## src/rtl/imm_splitter_pkg.sv

```systemverilog
// Shared constants and state encoding for the immediate splitter and extender.
package imm_splitter_pkg;

  localparam int unsigned DATA_W        = 16;
  localparam int unsigned NARROW_W      = 8;
  localparam int unsigned IMM_W         = 6;
  localparam int unsigned WIDE_CHUNKS   = 3;
  localparam int unsigned NARROW_CHUNKS = 2;

  typedef enum logic {
    IDLE = 1'b0,
    EMIT = 1'b1
  } state_t;

  // Number of IMM_W chunks needed to cover a w-bit operand.
  function automatic int unsigned chunk_count(input int unsigned w, input int unsigned imm);
    return (w + imm - 1) / imm;
  endfunction

endpackage

```

## src/rtl/imm_splitter.sv

```systemverilog
// Streams an 8- or 16-bit operand MSB-first as left-aligned, zero-padded
// IMM_W-bit chunks over a valid/ready handshake.
module imm_splitter #(
  parameter int unsigned DATA_W   = imm_splitter_pkg::DATA_W,
  parameter int unsigned NARROW_W = imm_splitter_pkg::NARROW_W,
  parameter int unsigned IMM_W    = imm_splitter_pkg::IMM_W
) (
  input  logic              clk,
  input  logic              rst_n,
  input  logic              in_valid,
  output logic              in_ready,
  input  logic [DATA_W-1:0] in_data,
  input  logic              in_wide,
  output logic              out_valid,
  input  logic              out_ready,
  output logic [IMM_W-1:0]  out_imm,
  output logic [1:0]        out_idx,
  output logic              out_last,
  output logic              busy
);

  import imm_splitter_pkg::state_t;
  import imm_splitter_pkg::IDLE;
  import imm_splitter_pkg::EMIT;
  import imm_splitter_pkg::chunk_count;

  localparam int unsigned WIDE_N   = chunk_count(DATA_W, IMM_W);
  localparam int unsigned NARROW_N = chunk_count(NARROW_W, IMM_W);

  state_t            r_state;
  state_t            w_state_nxt;
  logic [DATA_W-1:0] r_shreg;
  logic [DATA_W-1:0] w_shreg_nxt;
  logic [1:0]        r_cnt;
  logic [1:0]        w_cnt_nxt;
  logic [1:0]        r_idx;
  logic [1:0]        w_idx_nxt;
  logic              w_emit;
  logic              w_last;
  logic              w_out_hs;
  logic              w_in_ready;
  logic              w_accept;

  always_comb begin
    w_emit      = (r_state == EMIT);
    w_last      = w_emit && (r_cnt == 2'd1);
    w_out_hs    = w_emit && out_ready;
    w_in_ready  = (r_state == IDLE) || (w_out_hs && w_last);
    w_accept    = in_valid && w_in_ready;
    w_state_nxt = r_state;
    w_shreg_nxt = r_shreg;
    w_cnt_nxt   = r_cnt;
    w_idx_nxt   = r_idx;
    // A new operand wins over the last-chunk retire, so EMIT continues without a bubble.
    if (w_accept) begin
      w_state_nxt = EMIT;
      w_shreg_nxt = in_wide ? in_data
                            : {in_data[NARROW_W-1:0], {(DATA_W-NARROW_W){1'b0}}};
      w_cnt_nxt   = in_wide ? 2'(WIDE_N) : 2'(NARROW_N);
      w_idx_nxt   = '0;
    end else if (w_out_hs) begin
      if (w_last) begin
        w_state_nxt = IDLE;
      end else begin
        w_shreg_nxt = r_shreg << IMM_W;
        w_cnt_nxt   = r_cnt - 2'd1;
        w_idx_nxt   = r_idx + 2'd1;
      end
    end
  end

  always_ff @(posedge clk or negedge rst_n) begin
    if (!rst_n) begin
      r_state <= IDLE;
      r_shreg <= '0;
      r_cnt   <= '0;
      r_idx   <= '0;
    end else begin
      r_state <= w_state_nxt;
      r_shreg <= w_shreg_nxt;
      r_cnt   <= w_cnt_nxt;
      r_idx   <= w_idx_nxt;
    end
  end

  // Gate the datapath in IDLE so stale shift-register contents stay hidden.
  assign in_ready  = w_in_ready;
  assign out_valid = w_emit;
  assign out_imm   = w_emit ? r_shreg[DATA_W-1 -: IMM_W] : '0;
  assign out_idx   = w_emit ? r_idx : '0;
  assign out_last  = w_last;
  assign busy      = w_emit;

endmodule

```

## config.mk

```make
export PLATFORM = sky130hd
export DESIGN_NAME = imm_splitter
export DESIGN_NICKNAME = d
export VERILOG_FILES = /design/src/rtl/imm_splitter_pkg.sv /design/src/rtl/imm_splitter.sv
export SDC_FILE = /design/constraint.sdc
export NUM_CORES = 1
export LEC_CHECK = 0
export BUFFER_PORTS_ARGS = -buffer_cell sky130_fd_sc_hd__buf_2
export CAP_MARGIN = 20
export CORE_MARGIN = 5
export CORE_UTILIZATION = 46
export DETAILED_ROUTE_END_ITERATION = 6
export PLACE_DENSITY = 0.71
export SLEW_MARGIN = 20
export SYNTH_ARGS = -nofsm -noshare
export SYNTH_HDL_FRONTEND = slang
export SYNTH_SLANG_ARGS = --single-unit
export TNS_END_PERCENT = 100
```

## constraint.sdc

```tcl
create_clock -name clk -period 1.9 [get_ports clk]
set_clock_uncertainty 0.1 [all_clocks]
set_input_delay 0.095 -clock clk [delete_from_list [all_inputs] [get_ports clk]]
set_output_delay 0.095 -clock clk [all_outputs]
set_load 0.005 [all_outputs]
```

== After elaboration in Yosys (flattened, before gate mapping) ==
Cells that the tools add are included.

* Bits in registers: 21

* Add/sub/neg operators: 2
* Eq/ne operators: 2
* Multiplexer cells: 16
* Bitwise operators: 1
* Reduce and logical (&&, ||, !) cells: 9

{| class="wikitable"
|+ Operators by type and width
! cell !! number
|-
| 2-to-1 mux 16 bit || 4
|-
| 2-to-1 mux 2 bit || 7
|-
| 2-to-1 mux 6 bit || 1
|-
| logical AND 1 bit || 4
|-
| 2-to-1 mux 1 bit || 4
|-
| AND reduction 2 bit || 2
|-
| nonzero test 2 bit || 2
|-
| adder 2 x 1 -> 2 bit, second input constant || 1
|-
| equality test 2 x 1 -> 1 bit, second input constant || 1
|-
| inequality test 2 x 1 -> 1 bit, second input constant || 1
|-
| subtractor 2 x 1 -> 2 bit, second input constant || 1
|-
| logical OR 1 bit || 1
|-
| NOT 1 bit || 1
|}

== Longest topological paths before layout ==
Gate-level depths: netlist of the first run.

* Depth after elaboration: 7
* Depth in mapped cells: 7
* Mapped depth without buffers: 6

== Least setup slack after synthesis of the first run ==
No wires, ideal clock.

* Kind: flip-flop to flip-flop
* Start point: reg r_cnt[0]
* End point: reg r_shreg[10]
* Library setup time: 0.125 ns
* Data arrival time: 1.595 ns
* Required time: 1.675 ns
* Setup slack: 0.080 ns
* Stages on the path, launching flop included: 6
* Path buffers: 1
* Clock period less this slack: 1.820 ns
* Path through: dfrtp_1 ha_1 nand2b_1 buf_2 a21oi_4 mux2_2

* Longest elaborated chain between the ends: 7

{| class="wikitable"
|+ Ends and longest elaborated chain
! what !! line !! RTL
|-
| from (decl) || imm_splitter.sv:34 || <nowiki>logic [1:0] r_cnt;</nowiki>
|-
| from (signal assigned) || imm_splitter.sv:81 || <nowiki>r_cnt <= w_cnt_nxt;</nowiki>
|-
| equality test 2 x 1 -> 1 bit * || imm_splitter.sv:46 || <nowiki>w_last = w_emit && (r_cnt == 2'd1);</nowiki>
|-
| logical AND 1 bit * || imm_splitter.sv:46 ||
|-
| logical AND 1 bit || imm_splitter.sv:48 || <nowiki>w_in_ready = (r_state == IDLE) || (w_out_hs && w_last);</nowiki>
|-
| logical OR 1 bit || imm_splitter.sv:48 ||
|-
| logical AND 1 bit || imm_splitter.sv:49 || <nowiki>w_accept = in_valid && w_in_ready;</nowiki>
|-
| inequality test 2 x 1 -> 1 bit (no line) / nonzero test 2 bit (equally long branches) || n/a ||
|-
| AND reduction 2 bit (no line) || n/a ||
|-
| to (signal assigned) || imm_splitter.sv:80 || <nowiki>r_shreg <= w_shreg_nxt;</nowiki>
|-
| to (decl) || imm_splitter.sv:32 || <nowiki>logic [DATA_W-1:0] r_shreg;</nowiki>
|}

Mark *: on every way between the ends. The rest lies on a longest branch, timed or not.
A chain may end at the register's enable or synchronous reset.

== Worst setup path after layout of the first run ==
Ends and elaborated chain as after synthesis.

==> run metrics, run 1 <==
status=finished, final reports clean; dpl hpwl=slightly above 2000 µm; RSZ-0062 raised after global routing=false; total clock sinks=21; minimum clock period=~1800 ps; critical path capture point type=flip-flop; GRT overflow=0; initial core utilization=between 40 and 50%; gr usage total=~18%; Mean Syn Cell Area=11.86 µm²; Startpoint Class=flip-flop; core area=0.002455 mm²; WL per Instance=16.43 µm; Synth Area in XOR/XNOR=0%; Tcrit/Tclk final=roughly 95%; fmax=551.8 MHz; CP Class=flip-flop to flip-flop; post-synthesis mux area share=18.08%; via count=934; main combinational cell family by area after synthesis=compound AO/OA/AOI/OAI gates; Max rail drop VDD=0.8667 mV; GP Congestion=0.7746; count of cell types in the netlist=31; io pins=33; max_slew headroom=68.00%; Setup TNS Final=0 ps; Chip Width=60.27 µm; port bufs=32; Critical Path Fanout Max=10; Max Slew Vio Count=0; Syn Nets=120; area of the multi-input gates=584.3 µm²; Via-to-Cell Ratio=about 5.5; Post-synth EDFFs=0; synth warn=0; global-route wire length before repair=4657 µm; critical path, cell by cell=ha_1 > nand2b_1 > a21oi_4 > buf_12 > mux2_2; pin count of the biggest net entering global routing=22; Iteration-0 DRC Markers=20; share of layout cells above drive strength 1=between 40% and 50%; simple-gate share of the synthesized area=10.55%; Skew-Pair Late Insertion Delay=between 300 and 400 ps; Critical Path Max Stage Delay=430 ps; mapped cell area=0.001162 mm²; Req. time, crit path=1990 ps; initial antenna violation count=0; Routed WL=2810 µm; CTS buffer count=3; drt first pass iters=4; n_diodes=0; final hold violation count=0; Final ANT Viol Nets=0; Tot Pwr=1.755 mW; Compound-Gate Fraction of Synth Area=20.13%; drc violations=0; flops & latches, synth=21; CTS H-Tree Depth=1; Synth Area in Adders=1.076%; leak pwr=0.7443 nW; final setup violation count=0; max cap viols=0; chip height=60.27 µm; Reg2Reg Depth=5; Arr. time, crit path=around 1900 ps; layout overhead on the synthesized area=27.66%; Least-Margin Pin Slew=480.0 ps; clock root cell=clkbuf_4; FFs w/ async S/R, synth=between 90% and 100%; main flop type after synthesis=dfrtp_1; FILL cells=approximately 210; clk buf depth=2; # rows=18; HP Class=input pin to flip-flop; vias in the first global route=between 900 and 1000; Reg area=525.5 µm²; Nets=164; CP max-delay cell=dfrtp_1; Synth Instances=between 90 and 100; sequential fraction of the synthesis area=45.21%; CTS clk-pin slew, worst paths=130 ps; CTS tree=done; full die area=roughly 0.0036 mm²; Power Dens Cells=1182 mW/mm²; hold path cells=3
## path summary, 6_finish.rpt
| path | startpoint | slack (ps) | endpoint |
|---|---|---|---|
| worst max-delay path | r_cnt[0] | 90 | r_shreg[10] |
| worst min-delay path | in_valid | 6 | r_idx[1] |
| worst max register to register | r_cnt[0] | 90 | r_shreg[10] |
| worst min register to register | r_idx[0] | 410 | r_idx[0] |
| max in group asynchronous | rst_n | 1200 | r_shreg[5] |
| min in group asynchronous | rst_n | 160 | r_shreg[7] |
## routing by layer
metal | part of all wire [%] | global-route usage (%) | up-vias
met5 | 0 | 0 | -
met1 | 44 | 24.03 | 452
li1 | - | - | 450
met4 | 1.9 | 8.861 | 0
met3 | 5.4 | 2.592 | 6
met2 | 48 | 27.47 | 26
## cell type report
class | count | share of cell area [%]
Clock buffer | 3 | 1.518
Clock inverter | 1 | 0.3373
Inverter | 5 | 1.433
Multi-Input combinational cell | 66 | 39.38
Sequential cell | 21 | 35.41
Tap cell | 30 | 2.530
Timing Repair Buffer | 45 | 19.39
## through the flow
stage | setup WS [ps] | hold slack (ps) | cell area, µm² | utilization, % | std cells
3_3_place_gp | 99.65 | -24.03 | 1361 | 55.45 | 159
2_1_floorplan | 80.22 | -300.6 | 1162 | - | 98
3_5_place_dp | 42.72 | -19.09 | 1361 | 55.45 | 159
4_1_cts | 18.79 | 0.8118 | 1459 | 59.43 | 170
5_1_grt | 22.63 | 33.49 | 1484 | 60.45 | 171
6_report | 87.71 | 6.064 | 1484 | 60.45 | 171
## where the power goes
group	internal, mW	leakage, nW	switching (mW)
Sequential	0.586	0.270	0.0811
Combinational	0.487	0.457	0.383
Clock	0.0785	0.0177	0.139
## cells in the final DEF (no fill, tap or decap), types with 2 or more instances in the layout
cell / Yosys / layout
inv_1: 4 / 4
a211o_1: 2 / 2
nor3_1: 2 / 2
dlygate4sd3_1: 0 / 7
buf_4: 1 / 5
nand2_1: 2 / 2
dfrtp_1: 21 / 21
nor2b_1: 2 / 2
o32a_1: 7 / 7
mux2_1: 2 / 2
a32o_1: 2 / 2
mux2_2: 14 / 14
a22o_1: 6 / 6
a21o_1: 2 / 2
buf_2: 2 / 32
mux2i_1: 3 / 3
clkbuf_4: 0 / 3
and2_1: 9 / 9
nor2_1: 2 / 2
## state kept, by name, summed over array words and instances (netlist names)
signal / flops
r_idx: 2
r_shreg: 16
busy: 1
r_cnt: 2
## what timing repair did
item | CTS | global route
setup endpoints to repair | 0 | 10
gates resized for setup | 0 | 1
hold buffers | 7 | 0
endpoints found under the hold margin | 27 | 0
buffers inserted | 0 | 1
## synthesized netlist by cell type (all sizes together) (2+ instances only)
| library cell | count | area share [%] |
|---|---|---|
| a22o | 6 | 4.5 |
| mux2 | 16 | 16 |
| and2 | 11 | 6.1 |
| a21o | 2 | 1.3 |
| dfrtp | 21 | 45 |
| clkbuf | 2 | 0.65 |
| a21oi | 2 | 1.8 |
| buf | 4 | 2.5 |
| nor2b | 2 | 1.1 |
| mux2i | 3 | 2.6 |
| nand2 | 2 | 0.65 |
| a211o | 2 | 1.5 |
| o32a | 7 | 6.0 |
| a32o | 2 | 1.7 |
| inv | 5 | 1.8 |
| nor2 | 2 | 0.65 |
| nor3 | 2 | 0.86 |
## critical path: cells and delay by family (launching register included)
family	cells	cell delay, ps
flops	1	430
mux	1	330
buf+inv	1	140
fa+ha+maj	1	270
compound gates	1	180
simple gates	1	250
## cell families after synthesis
logic type,count (synthesis)
AO/OA/AOI/OAI,25
adder cells (fa/ha/maj),1
buffers and inverters,11
flip-flops,21
multiplexers,19
AND/OR/NAND/NOR,21
(Power assumes the default switching activity.)
==> inputs of run 2 (changes only) <==
--- a/config.mk
+++ b/config.mk
@@ -9,6 +9,7 @@
 export CAP_MARGIN = 20
 export CORE_MARGIN = 5
 export CORE_UTILIZATION = 46
+export CTS_CLUSTER_DIAMETER = 200
 export DETAILED_ROUTE_END_ITERATION = 6
 export PLACE_DENSITY = 0.71
 export SLEW_MARGIN = 20
==> constraint.sdc (replaced) <==
create_clock -name clk -period 1.9 [get_ports clk]
set_clock_uncertainty 0.1 [all_clocks]
set_input_delay 0.19 -clock clk [delete_from_list [all_inputs] [get_ports clk]]
set_output_delay 0.19 -clock clk [all_outputs]
set_load 0.005 [all_outputs]
==> run 2 against run 1 <==
Compared with the run above:
- flip-flop and latch count stayed put
- combinational power is 1% lower
- non-clock buffer count is 5 lower
- utilization is 2.0 points lower
- via count is 2.6% lower
- largest power group unchanged
- count of clock-buffer cells in the layout stayed put
- die area stayed put
- critical endpoint unchanged
- sequential power hardly changed
- critical path depth stayed put
==> run metrics, run 2 (synthesis results as in run 1) <==
status=finished, final reports clean; global-route wire length before repair=4547 µm; CP max-delay cell=dfrtp_1; WL per Instance=16.48 µm; top flop regs=r_shreg x16, r_cnt x2, r_idx x2; HP Class=input pin to flip-flop; Critical Path Max Stage Delay=~420 ps; full die area=0.003632 mm²; most frequent cells in the layout=buf_2 (32), dfrtp_1 (21), mux2_2 (14), and2_1 (9), o32a_1 (7); Reg area=approximately 530 µm²; Via-to-Cell Ratio=between 5 and 6; CTS H-Tree Depth=1; n_diodes=0; Max rail drop VDD=0.8617 mV; final hold violation count=0; global routing usage on met2=around a quarter; initial core utilization=47.35%; dpl ws=42.72 ps; Skew-Pair Late Insertion Delay=300 ps; Startpoint Class=flip-flop; Tcrit/Tclk final=94.90%; layout overhead on the synthesized area=23.36%; CTS clk-pin slew, worst paths=120 ps; via count=910; CP delay by family, top=flip-flops; CTS buffer count=3; max cap viols=0; area of the multi-input gates=584.3 µm²; Chip Width=around 60 µm; Iteration-0 DRC Markers=24; gr usage total=17.27%; Max Slew Vio Count=0; Reg with most FFs=r_shreg; Critical Path Fanout Max=10; Least-Margin Pin Slew=around 480 ps; CTS tree=done; minimum clock period=1803 ps; core area=about 0.0025 mm²; Req. time, crit path=2000 ps; io pins=33; CP Class=flip-flop to flip-flop; Area after DPL=around 0.0014 mm²; fmax=554.6 MHz; final setup violation count=0; PnR worst setup slack=96.81 ps; busiest layer in global routing=met2; vias in the first global route=948; reg-to-reg startpoint=r_cnt[0]; Final ANT Viol Nets=0; share of layout cells above drive strength 1=44.85%; Largest register FFs=16; clock root cell=clkbuf_4; Arr. time, crit path=1900 ps; port bufs=32; drc violations=0; Routed WL=about 2700 µm; post-layout instance area=0.001434 mm²; critical path capture point type=flip-flop; Buffers & Inverters on Critical Path=1; Setup TNS Final=0 ps; FILL cells=218; GRT overflow=0; RSZ-0062 raised after global routing=false; GR Layer Usage met3=under 10%; GP Congestion=0.7746; total clock sinks=21; pin count of the biggest net entering global routing=22; grt met1 use=23.62%; drt first pass iters=4; leak pwr=between 0.7 and 0.8 nW; critical path, cell by cell=ha_1 > nand2b_1 > a21oi_4 > buf_12 > mux2_2; # rows=18; dpl hpwl=2078 µm; CP Launch Point=r_cnt[0]; initial antenna violation count=0; Hold Path Origin=in_data[3]; max_slew headroom=68.11%; clk buf depth=2; Power Dens Cells=1217 mW/mm²; most common cell after layout, fill and taps aside=buf_2; chip height=between 60 and 70 µm; Nets=159
run 2: changes by cell type in the layout (fill, tap and decap cells not counted), sizes merged:
cell,before,now
dlygate4sd3,7,2
run 2: area by class of cell:
class / instances / share of cell area (%)
multi-input combinational: 66 / 40.75
sequential: 21 / 36.65
timing repair buffer: 40 / 16.58
tap: 30 / 2.618
clock buffer: 3 / 1.571
inverter: 5 / 1.483
clock inverter: 1 / 0.3490
run 2: power by group:
group	switching [mW]	internal, mW
sequential	0.0820	0.586
combinational	0.381	0.480
clock	0.137	0.0785
run 2: worst paths after layout:
kind / to / slack (ps) / cells after the start
max: r_shreg[10] / 100 / 5
min: r_shreg[3] / 20 / 2
max reg2reg: r_shreg[10] / 100 / 5
min reg2reg: r_shreg[13] / 420 / 1
max in group asynchronous: r_shreg[5] / 1110 / 2
min in group asynchronous: r_shreg[7] / 260 / 2
run 2: layer usage:
metal / share of wire (%) / routed length [µm]
met5: 0 / 0
met3: 5.4 / 149
met1: 45 / 1237
met4: 1.3 / 35
met2: 48 / 1313
run 2: repair_timing:
action | CTS | global route
endpoints found under the hold margin | 21 | 1
setup buffers | 0 | 1
gates resized for setup | 0 | 1
hold buffers | 1 | 1
endpoints found under the setup margin | 0 | 10
run 2: through the flow:
| step | util [%] | power (mW) | hold WS, ps | instances |
|---|---|---|---|---|
| global placement | 55.45 | 1.481 | 70.97 | 159 |
| detailed placement | 55.45 | 1.506 | 75.91 | 159 |
| global route | 58.41 | 1.892 | 1.520 | 166 |
| finish | 58.41 | 1.745 | 16.57 | 166 |
| CTS | 56.98 | 1.728 | 0.6022 | 164 |
| floorplan | - | 1.218 | -205.6 | 98 |
==> inputs of run 3 (changes only) <==
--- a/config.mk
+++ b/config.mk
@@ -8,10 +8,10 @@
 export BUFFER_PORTS_ARGS = -buffer_cell sky130_fd_sc_hd__buf_2
 export CAP_MARGIN = 20
 export CORE_MARGIN = 5
-export CORE_UTILIZATION = 46
+export CORE_UTILIZATION = 50
 export CTS_CLUSTER_DIAMETER = 200
 export DETAILED_ROUTE_END_ITERATION = 6
-export PLACE_DENSITY = 0.71
+export PLACE_DENSITY = 0.73
 export SLEW_MARGIN = 20
 export SYNTH_ARGS = -nofsm -noshare
 export SYNTH_HDL_FRONTEND = slang
==> constraint.sdc (replaced) <==
create_clock -name clk -period 2 [get_ports clk]
set_clock_uncertainty 0.1 [all_clocks]
set_input_delay 0.2 -clock clk [delete_from_list [all_inputs] [get_ports clk]]
set_output_delay 0.2 -clock clk [all_outputs]
set_load 0.005 [all_outputs]
==> run 3 against run 2 <==
Compared with the run above:
- register-to-register slack improved by 70 ps
- combinational power decreased by 12%
- worst setup slack improved by 71 ps
- die area is 6.7% lower
- sequential power shrank 4.3%
- design area shrank 3.8%
- critical endpoint is now r_shreg[11]
- largest power group unchanged
- highest routed layer unchanged
==> run metrics, run 3 (synthesis results as in run 1) <==
Req. time, crit path=2100 ps; Tot Pwr=1.602 mW; Max rail drop VDD=0.7580 mV; top flop regs=r_shreg x16, r_cnt x2, r_idx x2; Final ANT Viol Nets=0; Tcrit/Tclk final=91.59%; reg2reg setup slack=170 ps; critical path capture point type=flip-flop; most frequent cells in the layout=buf_2 (32), dfrtp_1 (21), mux2_2 (14), and2_1 (9), o32a_1 (7); n_diodes=0; initial core utilization=52.55%; CTS clk-pin slew, worst paths=about 120 ps; layout overhead on the synthesized area=18.73%; Chip Width=58.22 µm; drt first pass iters=4; Via-to-Cell Ratio=~5.6; reg-to-reg startpoint=r_cnt[0]; CP Class=flip-flop to flip-flop; Skew-Pair Late Insertion Delay=300 ps; max_slew headroom=between 60% and 70%; GP Congestion=roughly 0.78; full die area=0.003389 mm²; core area=0.002212 mm²; GRT overflow=0; hold path cells=2; Iteration-0 DRC Markers=23; share of layout cells above drive strength 1=between 40 and 50%; CTS H-Tree Depth=1; clock root cell=clkbuf_4; Reg with most FFs=r_shreg; HP Class=input pin to flip-flop; drc violations=0; vias in the first global route=about 940; Max Slew Vio Count=0; final hold violation count=0; global-route wire length before repair=4443 µm; reg2reg end=r_shreg[11]; Arr. time, crit path=1940 ps; Reg2Reg Depth=4; Nets=154; via count=between 800 and 900; Critical Path Fanout Max=10; most common cell after layout, fill and taps aside=buf_2; Routed WL=2620 µm; dpl hpwl=~2000 µm; total clock sinks=21; CTS tree=done; final hold slack=17.54 ps; fin util=between 60 and 70%; RSZ-0062 raised after global routing=false; Power Dens Cells=1161 mW/mm²; CTS buffer count=3; Setup TNS Final=0 ps; WL per Instance=16.48 µm; leak pwr=0.6907 nW; hold worst-path end=r_shreg[2]; Largest register FFs=16; chip height=a little under 60 µm; clk buf depth=2; gr usage total=17.31%; # rows=17; Hold Path Origin=in_data[2]; Least-Margin Pin Slew=~490 ps; pin count of the biggest net entering global routing=22; minimum clock period=1832 ps; Startpoint Class=flip-flop; initial antenna violation count=0; io pins=33; final setup violation count=0; fmax=approximately 550 MHz; port bufs=32; status=finished, final reports clean; max cap viols=0
==> run 3: worst max-delay path by stage <==
stage / startpoint / to / depth (start not counted)
6_report: r_cnt[0] / r_shreg[11] / 4
5_1_grt: r_cnt[0] / in_ready / 4
4_1_cts: r_cnt[0] / in_ready / 4
3_5_place_dp: r_cnt[0] / r_shreg[11] / 4
3_3_place_gp: r_cnt[0] / r_shreg[9] / 4
2_1_floorplan: r_cnt[0] / r_shreg[10] / 5
==> run 3: through the flow <==
| stage | setup WS [ps] | cells | instance area, µm² |
|---|---|---|---|
| 2_1_floorplan | 180.2 | 98 | 1162 |
| 3_3_place_gp | 173.9 | 154 | 1336 |
| 3_5_place_dp | 107.0 | 154 | 1336 |
| 4_1_cts | 71.60 | 159 | 1373 |
| 5_1_grt | 73.36 | 159 | 1380 |
| 6_report | 168.2 | 159 | 1380 |
==> run 3: repair_timing <==
action	4_1_cts	5_1_grt
hold endpoints to repair	21	0
hold buffers	1	0
setup endpoints to repair	0	2
setup buffers	0	0
gates resized for setup	0	2
==> run 3: routing by layer <==
metal  vias to the layer above  global-route usage, %  routed length (µm)
li1                        434                      -                   -
met3                         2                  6.682                 213
met2                        32                  28.39                1261
met5                         -                      0                   0
met1                       417                  22.05                1137
met4                         0                  2.649                   8
==> run 3: cell type report <==
type	count	area (µm²)
Fill cell	192	832.0
Inverter	5	21.27
Multi-Input combinational cell	66	586.8
Timing Repair Buffer	35	185.2
Clock buffer	4	26.28
Tap cell	28	35.03
Sequential cell	21	525.5
==> run 3: worst max-delay path, cell delays in order (launching register included) <==
cell and delay [ps]:
dfrtp_1 420, ha_2 250, nand2b_1 230, a21oi_4 350
mux2_2 380
==> run 3: where the power goes <==
part	switching (mW)	total [mW]	internal, mW
Sequential	0.0822	0.639	0.557
Clock	0.130	0.208	0.0778
Combinational	0.346	0.755	0.409
Total	0.559	1.60	1.04
